==> config.mk <==
export PLATFORM = sky130hd
export DESIGN_NAME = if_stage_flat
export DESIGN_NICKNAME = d
export VERILOG_FILES = /design/src/rtl/cpu_pkg.sv /design/src/rtl/if_stage_if.sv /design/src/rtl/pc_next_sel.sv /design/src/rtl/if_stage.sv /design/src/flat_wrapper.sv
export SDC_FILE = /design/constraint.sdc
export NUM_CORES = 1
export LEC_CHECK = 0
export ABC_AREA = 1
export CAP_MARGIN = 20
export CORE_ASPECT_RATIO = 2
export CORE_MARGIN = 2
export CORE_UTILIZATION = 39
export DETAILED_ROUTE_END_ITERATION = 8
export GPL_ROUTABILITY_DRIVEN = 1
export PLACE_DENSITY = 0.78
export REMOVE_ABC_BUFFERS = 1
export SYNTH_ARGS = -nofsm -noshare
export SYNTH_HDL_FRONTEND = slang
export SYNTH_SLANG_ARGS = --single-unit
==> constraint.sdc <==
create_clock -name clk -period 1.6 [get_ports clk]
set_clock_uncertainty 0.2 [all_clocks]
set_input_delay 0.16 -clock clk [delete_from_list [all_inputs] [get_ports clk]]
set_output_delay 0.16 -clock clk [all_outputs]
set_load 0.03 [all_outputs]
==> src/rtl/cpu_pkg.sv <==
// Shared CPU pipeline definitions: constants, next-PC select codes and alignment helper.
// Used by the fetch stage (if_stage), which honours the optional IF_DELAY_SLOT_EN build macro.
package cpu_pkg;

    localparam logic [31:0] NOP_INSTR        = 32'h0000_0000;
    localparam logic [31:0] DEFAULT_RESET_PC = 32'h0000_0000;
    localparam logic [31:0] PC_INCR          = 32'h0000_0004;
    localparam logic [31:0] WORD_MASK        = 32'hFFFF_FFFC;

    typedef enum logic [1:0] {
        SEQ = 2'b00,
        BR  = 2'b01,
        JR  = 2'b10,
        J   = 2'b11
    } pc_sel_e;

    // Force a byte address onto a word boundary
    function automatic logic [31:0] word_align(input logic [31:0] addr);
        return addr & WORD_MASK;
    endfunction

endpackage

==> src/rtl/if_stage_if.sv <==
// Fetch-stage bus: control/redirect inputs, instruction-memory port and the IF/ID outputs.
interface if_stage_if;

    logic        stall_i;
    logic        br_taken_i;
    logic [31:0] br_target_i;
    logic        j_taken_i;
    logic [31:0] j_target_i;
    logic        jr_taken_i;
    logic [31:0] jr_target_i;
    logic [31:0] imem_addr_o;
    logic [31:0] imem_rdata_i;
    logic [31:0] id_instr_o;
    logic [31:0] id_pc4_o;
    logic        id_valid_o;

    modport master (
        input  stall_i, br_taken_i, br_target_i, j_taken_i, j_target_i,
               jr_taken_i, jr_target_i, imem_rdata_i,
        output imem_addr_o, id_instr_o, id_pc4_o, id_valid_o
    );

    modport slave (
        output stall_i, br_taken_i, br_target_i, j_taken_i, j_target_i,
               jr_taken_i, jr_target_i, imem_rdata_i,
        input  imem_addr_o, id_instr_o, id_pc4_o, id_valid_o
    );

endinterface

==> src/rtl/pc_next_sel.sv <==
// Combinational next-PC priority mux: stall holds, then branch, JR, J, else PC+4.
module pc_next_sel
    import cpu_pkg::*;
(
    input  logic [31:0] pc,
    input  logic        stall,
    input  logic        id_valid,
    input  logic        br_taken,
    input  logic [31:0] br_target,
    input  logic        jr_taken,
    input  logic [31:0] jr_target,
    input  logic        j_taken,
    input  logic [31:0] j_target,
    output pc_sel_e     sel,
    output logic [31:0] next_pc
);

    logic taken_en_s;

    // Taken requests only count for a live, non-stalled instruction in ID
    always_comb begin
        taken_en_s = id_valid & ~stall;
        sel        = SEQ;
        if (taken_en_s & br_taken) begin
            sel = BR;
        end else if (taken_en_s & jr_taken) begin
            sel = JR;
        end else if (taken_en_s & j_taken) begin
            sel = J;
        end else begin
            sel = SEQ;
        end
    end

    // Resolve the selected source into a word-aligned next PC
    always_comb begin
        next_pc = word_align(pc + PC_INCR);
        if (stall) begin
            next_pc = pc;
        end else begin
            case (sel)
                SEQ:     next_pc = word_align(pc + PC_INCR);
                BR:      next_pc = word_align(br_target);
                JR:      next_pc = word_align(jr_target);
                J:       next_pc = word_align(j_target);
                default: next_pc = word_align(pc + PC_INCR);
            endcase
        end
    end

endmodule

==> src/rtl/if_stage.sv <==
// Instruction-fetch stage: PC register, next-PC selection and IF/ID pipeline register.
// Build option IF_DELAY_SLOT_EN keeps the fetched delay-slot instruction on a redirect.
module if_stage
    import cpu_pkg::*;
#(
    parameter logic [31:0] RESET_PC = DEFAULT_RESET_PC
) (
    input  logic          clk,
    input  logic          rst_n,
    if_stage_if.master    bus
);

    logic [31:0] pc_r;
    logic [31:0] pc4_s;
    logic [31:0] next_pc_s;
    pc_sel_e     sel_s;
    logic        redirect_s;

    logic [31:0] id_instr_r;
    logic [31:0] id_pc4_r;
    logic        id_valid_r;
    logic [31:0] id_instr_nxt_s;
    logic [31:0] id_pc4_nxt_s;
    logic        id_valid_nxt_s;

    assign pc4_s      = pc_r + PC_INCR;
    assign redirect_s = (sel_s != SEQ);

    pc_next_sel u_pc_next_sel (
        .pc        (pc_r),
        .stall     (bus.stall_i),
        .id_valid  (id_valid_r),
        .br_taken  (bus.br_taken_i),
        .br_target (bus.br_target_i),
        .jr_taken  (bus.jr_taken_i),
        .jr_target (bus.jr_target_i),
        .j_taken   (bus.j_taken_i),
        .j_target  (bus.j_target_i),
        .sel       (sel_s),
        .next_pc   (next_pc_s)
    );

    // IF/ID next state: hold on stall, squash or keep delay slot on redirect
    always_comb begin
        id_instr_nxt_s = id_instr_r;
        id_pc4_nxt_s   = id_pc4_r;
        id_valid_nxt_s = id_valid_r;
        if (bus.stall_i) begin
            id_instr_nxt_s = id_instr_r;
            id_pc4_nxt_s   = id_pc4_r;
            id_valid_nxt_s = id_valid_r;
        end else if (redirect_s) begin
`ifdef IF_DELAY_SLOT_EN
            id_instr_nxt_s = bus.imem_rdata_i;
            id_valid_nxt_s = 1'b1;
`else
            id_instr_nxt_s = NOP_INSTR;
            id_valid_nxt_s = 1'b0;
`endif
            id_pc4_nxt_s   = pc4_s;
        end else begin
            id_instr_nxt_s = bus.imem_rdata_i;
            id_pc4_nxt_s   = pc4_s;
            id_valid_nxt_s = 1'b1;
        end
    end

    // PC and IF/ID state registers
    always_ff @(posedge clk or negedge rst_n) begin
        if (!rst_n) begin
            pc_r       <= word_align(RESET_PC);
            id_instr_r <= NOP_INSTR;
            id_pc4_r   <= 32'h0000_0000;
            id_valid_r <= 1'b0;
        end else begin
            pc_r       <= next_pc_s;
            id_instr_r <= id_instr_nxt_s;
            id_pc4_r   <= id_pc4_nxt_s;
            id_valid_r <= id_valid_nxt_s;
        end
    end

    assign bus.imem_addr_o = pc_r;
    assign bus.id_instr_o  = id_instr_r;
    assign bus.id_pc4_o    = id_pc4_r;
    assign bus.id_valid_o  = id_valid_r;

endmodule

==> src/flat_wrapper.sv <==
// flat-port wrapper written by rule: the top's interface ports become plain ports
module if_stage_flat import cpu_pkg::*;
#(
    parameter logic [31:0] RESET_PC = DEFAULT_RESET_PC
)
  (clk, rst_n, bus_stall_i, bus_br_taken_i, bus_br_target_i, bus_j_taken_i, bus_j_target_i, bus_jr_taken_i, bus_jr_target_i, bus_imem_rdata_i, bus_imem_addr_o, bus_id_instr_o, bus_id_pc4_o, bus_id_valid_o);
  if_stage_if bus_i ();
  input  logic clk;
  input  logic rst_n;
  input wire logic [$bits(bus_i.stall_i)-1:0] bus_stall_i;
  input wire logic [$bits(bus_i.br_taken_i)-1:0] bus_br_taken_i;
  input wire logic [$bits(bus_i.br_target_i)-1:0] bus_br_target_i;
  input wire logic [$bits(bus_i.j_taken_i)-1:0] bus_j_taken_i;
  input wire logic [$bits(bus_i.j_target_i)-1:0] bus_j_target_i;
  input wire logic [$bits(bus_i.jr_taken_i)-1:0] bus_jr_taken_i;
  input wire logic [$bits(bus_i.jr_target_i)-1:0] bus_jr_target_i;
  input wire logic [$bits(bus_i.imem_rdata_i)-1:0] bus_imem_rdata_i;
  output wire logic [$bits(bus_i.imem_addr_o)-1:0] bus_imem_addr_o;
  output wire logic [$bits(bus_i.id_instr_o)-1:0] bus_id_instr_o;
  output wire logic [$bits(bus_i.id_pc4_o)-1:0] bus_id_pc4_o;
  output wire logic [$bits(bus_i.id_valid_o)-1:0] bus_id_valid_o;
  assign bus_i.stall_i = bus_stall_i;
  assign bus_i.br_taken_i = bus_br_taken_i;
  assign bus_i.br_target_i = bus_br_target_i;
  assign bus_i.j_taken_i = bus_j_taken_i;
  assign bus_i.j_target_i = bus_j_target_i;
  assign bus_i.jr_taken_i = bus_jr_taken_i;
  assign bus_i.jr_target_i = bus_jr_target_i;
  assign bus_i.imem_rdata_i = bus_imem_rdata_i;
  assign bus_imem_addr_o = bus_i.imem_addr_o;
  assign bus_id_instr_o = bus_i.id_instr_o;
  assign bus_id_pc4_o = bus_i.id_pc4_o;
  assign bus_id_valid_o = bus_i.id_valid_o;
  if_stage #(.RESET_PC(RESET_PC)) u_core (.clk(clk), .rst_n(rst_n), .bus(bus_i));
endmodule
==> flow_summary.json <==
{
  "status": "complete, but fails checks",
  "violations": "design-rule violations, negative setup slack",
  "cts_buffers": 9,
  "fin_crit_ns": 1.82,
  "cp_data_arrival_time_ns": 1.87,
  "grt_pass1_wl_um": 31600,
  "core.rowCount": 59,
  "use_met3": 0.0394,
  "layout-drive-gt1-share": 0.295,
  "clockBufferDepth": 2,
  "reg2reg_from": "u_core.bus.imem_addr_o[17]$_DFFE_PN0N_",
  "critPathKind": "reg -> reg",
  "tns_ns": -8.62,
  "yosys.area_share.simple": 0.386,
  "synth_top_area_share": 0.445,
  "p_per_area_nw_per_um2": 1220,
  "startpoint_type": "register",
  "cts_root_buffer": "clkbuf_16",
  "muxShareOfSynthArea": 0,
  "switching_share": 0.438,
  "p_clk_frac": 0.179,
  "io_buffers": 220,
  "yosysMostFrequentCell": "nand2_1",
  "synth_edf_count": 0,
  "cts_sinks": 93,
  "vias": 6915,
  "synth_compound_area_frac": 0.0862,
  "cts.clk_slew.worst_paths_ns": 0.08,
  "synth_common_cells": "nand2_1, dfrtp_1, nand3_1, nor2_1, inv_1",
  "clkLatencyLatePin_ns": 0.36,
  "synth_seq_area_share": 0.445,
  "path_max_fanout": 3,
  "grt-ovfl-total": 0,
  "utilization": 0.745,
  "place.detailed.hpwl_um": 14900,
  "use_met2": 0.522,
  "placed_cell_area_sq_um": 8300,
  "drv_cap": 0,
  "track_usage": 0.285,
  "finalHoldViolCount": 0,
  "vias_per_cell": 5.68,
  "cts_tree": "done",
  "wire_per_inst_um": 20.5,
  "postSynth.asyncResetShare": 1.00,
  "avgSynthCellArea_sq_um": 7.11,
  "globalRouteMet1Util": 0.307,
  "yosysWarnings": 0,
  "antenna_found_initial": 0,
  "die_w_um": 85.8,
  "design_area_sq_um": 9730,
  "synth_cell_types": 31,
  "netlist_instances": 735,
  "drt_iter0_markers": 885,
  "pwr-share-comb": 0.535,
  "ys.flop_type": "dfrtp_1",
  "p_leak_nw": 4.70,
  "initial_core_util": 0.400,
  "internal_power_mw": 6.69,
  "synth_top_family_by_area": "simple AND/OR/NAND/NOR gates",
  "seqPwrFrac": 0.286,
  "grt_pass1_vias": 6202,
  "drtAntennaViolNets": 0,
  "diodes": 0,
  "dr.pass1.iters": 9,
  "syn2layout_area_growth_pct": 86.3,
  "synthTopCellsByArea": "dfrtp_1, nand2_1, nand3_1",
  "io_pins": 231,
  "ys_ff_latch": 93,
  "critPathCaptureType": "register",
  "die-area_sq_um": 14400,
  "synth_area_sq_um": 5230,
  "gp_congestion": 0.984,
  "fmax_mhz": 549,
  "busiest_layer": "met2",
  "htreeDepth": 3,
  "core_sq_um": 13100,
  "timing.final.crit_share": 1.14,
  "synth_top_area_cell": "dfrtp_1",
  "synth_fa_ha_area_frac": 0.00239,
  "hp-class": "in -> async",
  "dieHeight_um": 168,
  "crit_path_start": "u_core.bus.imem_addr_o[17]$_DFFE_PN0N_",
  "drv_slew": 0,
  "setup_viol": 86,
  "synth_xor_area_frac": 0.00503,
  "post-route-drc-count": 14,
  "rsz0062_at_grt": "yes",
  "wl_um": 25000,
  "fin_nets": 1195,
  "fin_ws_ns": -0.223,
  "cp.required_ns": 1.65,
  "grt_max_degree": 59,
  "ir_drop_mv": 0.888,
  "p_sw_mw": 5.20
}
power by group through the flow:
stage               Sequential, mW  Clock [mW]  Combinational, mW
floorplan                     4.44           0               1.24
global placement              3.34           0               5.22
detailed placement            3.35           0               5.27
CTS                           3.32        2.12               5.33
global route                  3.46        2.23               6.62
finish                        3.40        2.13               6.35
flip-flops by register name (all words and copies together), names as in the netlist:
register / count
u_core.bus.id_instr_o: 32
u_core.bus.id_pc4_o: 30
u_core.bus.id_valid_o: 1
u_core.bus.imem_addr_o: 30
final timing paths:
path	slack, ns	cells after the start	end
max	-0.22	9	u_core.bus.imem_addr_o[31]$_DFFE_PN0N_
min	0.06	2	u_core.bus.id_instr_o[28]$_DFFE_PN0N_
max reg2reg	-0.22	9	u_core.bus.imem_addr_o[31]$_DFFE_PN0N_
min reg2reg	0.28	2	u_core.bus.id_pc4_o[5]$_DFFE_PN0N_
max in group asynchronous	0.58	3	u_core.bus.imem_addr_o[24]$_DFFE_PN0N_
min in group clk	0.13	4	u_core.bus.id_pc4_o[10]$_DFFE_PN0N_
layout by cell type (no fill, tap or decap), drive strengths merged:
| master | Yosys | final |
|---|---|---|
| ha | 1 | 1 |
| clkdlybuf4s15 | 0 | 7 |
| nor3 | 1 | 1 |
| nor2 | 77 | 77 |
| dlygate4sd3 | 0 | 2 |
| nand3 | 76 | 76 |
| dlygate4sd2 | 0 | 66 |
| inv | 53 | 58 |
| nand2 | 305 | 305 |
| conb | 1 | 4 |
| o21ai | 13 | 13 |
| xnor2 | 3 | 3 |
| a22o | 32 | 32 |
| buf | 27 | 142 |
| and3 | 2 | 2 |
| o21a | 1 | 1 |
| clkinv | 0 | 2 |
| or2 | 1 | 1 |
| nand4 | 23 | 23 |
| dfrtp | 93 | 93 |
| nand3b | 2 | 2 |
| clkbuf | 10 | 15 |
| a22oi | 1 | 1 |
| dlymetal6s2s | 0 | 1 |
| o21bai | 2 | 2 |
| a31oi | 7 | 7 |
| clkdlybuf4s50 | 0 | 124 |
| a21oi | 4 | 4 |
cell families (layout without fill, tap and decap cells):
family                     after synthesis  in the layout
and+or+nand+nor                        487            487
xor gates and xnor gates                 3              3
AOI/OAI and AO/OA                       60             60
adders and majority gates                1              1
DFF                                     93             93
buffers and inverters                   90            417
other                                    1              4
final cells by class:
class | instances | area [sq um]
timing repair buffer | 348 | 3510
multi-input combinational | 555 | 3200
tap | 152 | 190
inverter | 53 | 211
sequential | 93 | 2340
fill | 845 | 3330
clock buffer | 9 | 225
clock inverter | 7 | 56.3
metal layers:
metal,vias to the layer above,wire (um)
met5,-,0
met4,0,2120
met3,175,1800
met2,485,13100
met1,3221,7990
li1,3034,-
through the flow:
step / power [mW] / instances / setup WS [ns] / hold WS (ns)
final: 11.9 / 1217 / -0.223 / 0.0595
after global routing: 12.3 / 1217 / -0.268 / 0.0862
after CTS: 10.8 / 1189 / -0.0552 / 0.0618
after detailed placement: 8.62 / 1163 / -0.377 / -0.0930
after global placement: 8.56 / 1163 / -0.344 / -0.0949
after floorplan: 5.68 / 701 / -0.665 / -0.336
worst max-delay path, cell delays in order, from the launching register on:
cell     delay [ns]
dfrtp_1        0.46
nand2_1        0.15
nor2_2         0.16
nand2_1        0.12
nor2_2         0.22
nand2_1        0.07
nand2_1        0.12
nand2_2        0.09
nand2_1        0.07
nand2_1        0.05
what timing repair did:
item                                    CTS  global route
setup buffers                             7            21
endpoints found under the setup margin  129            94
cloned                                    1             7
hold buffers                              2             0
pin swaps                                23            46
hold endpoints to repair                 95             0
resized for setup                       183           169
No activity file was read; power rests on OpenSTA's default activity.
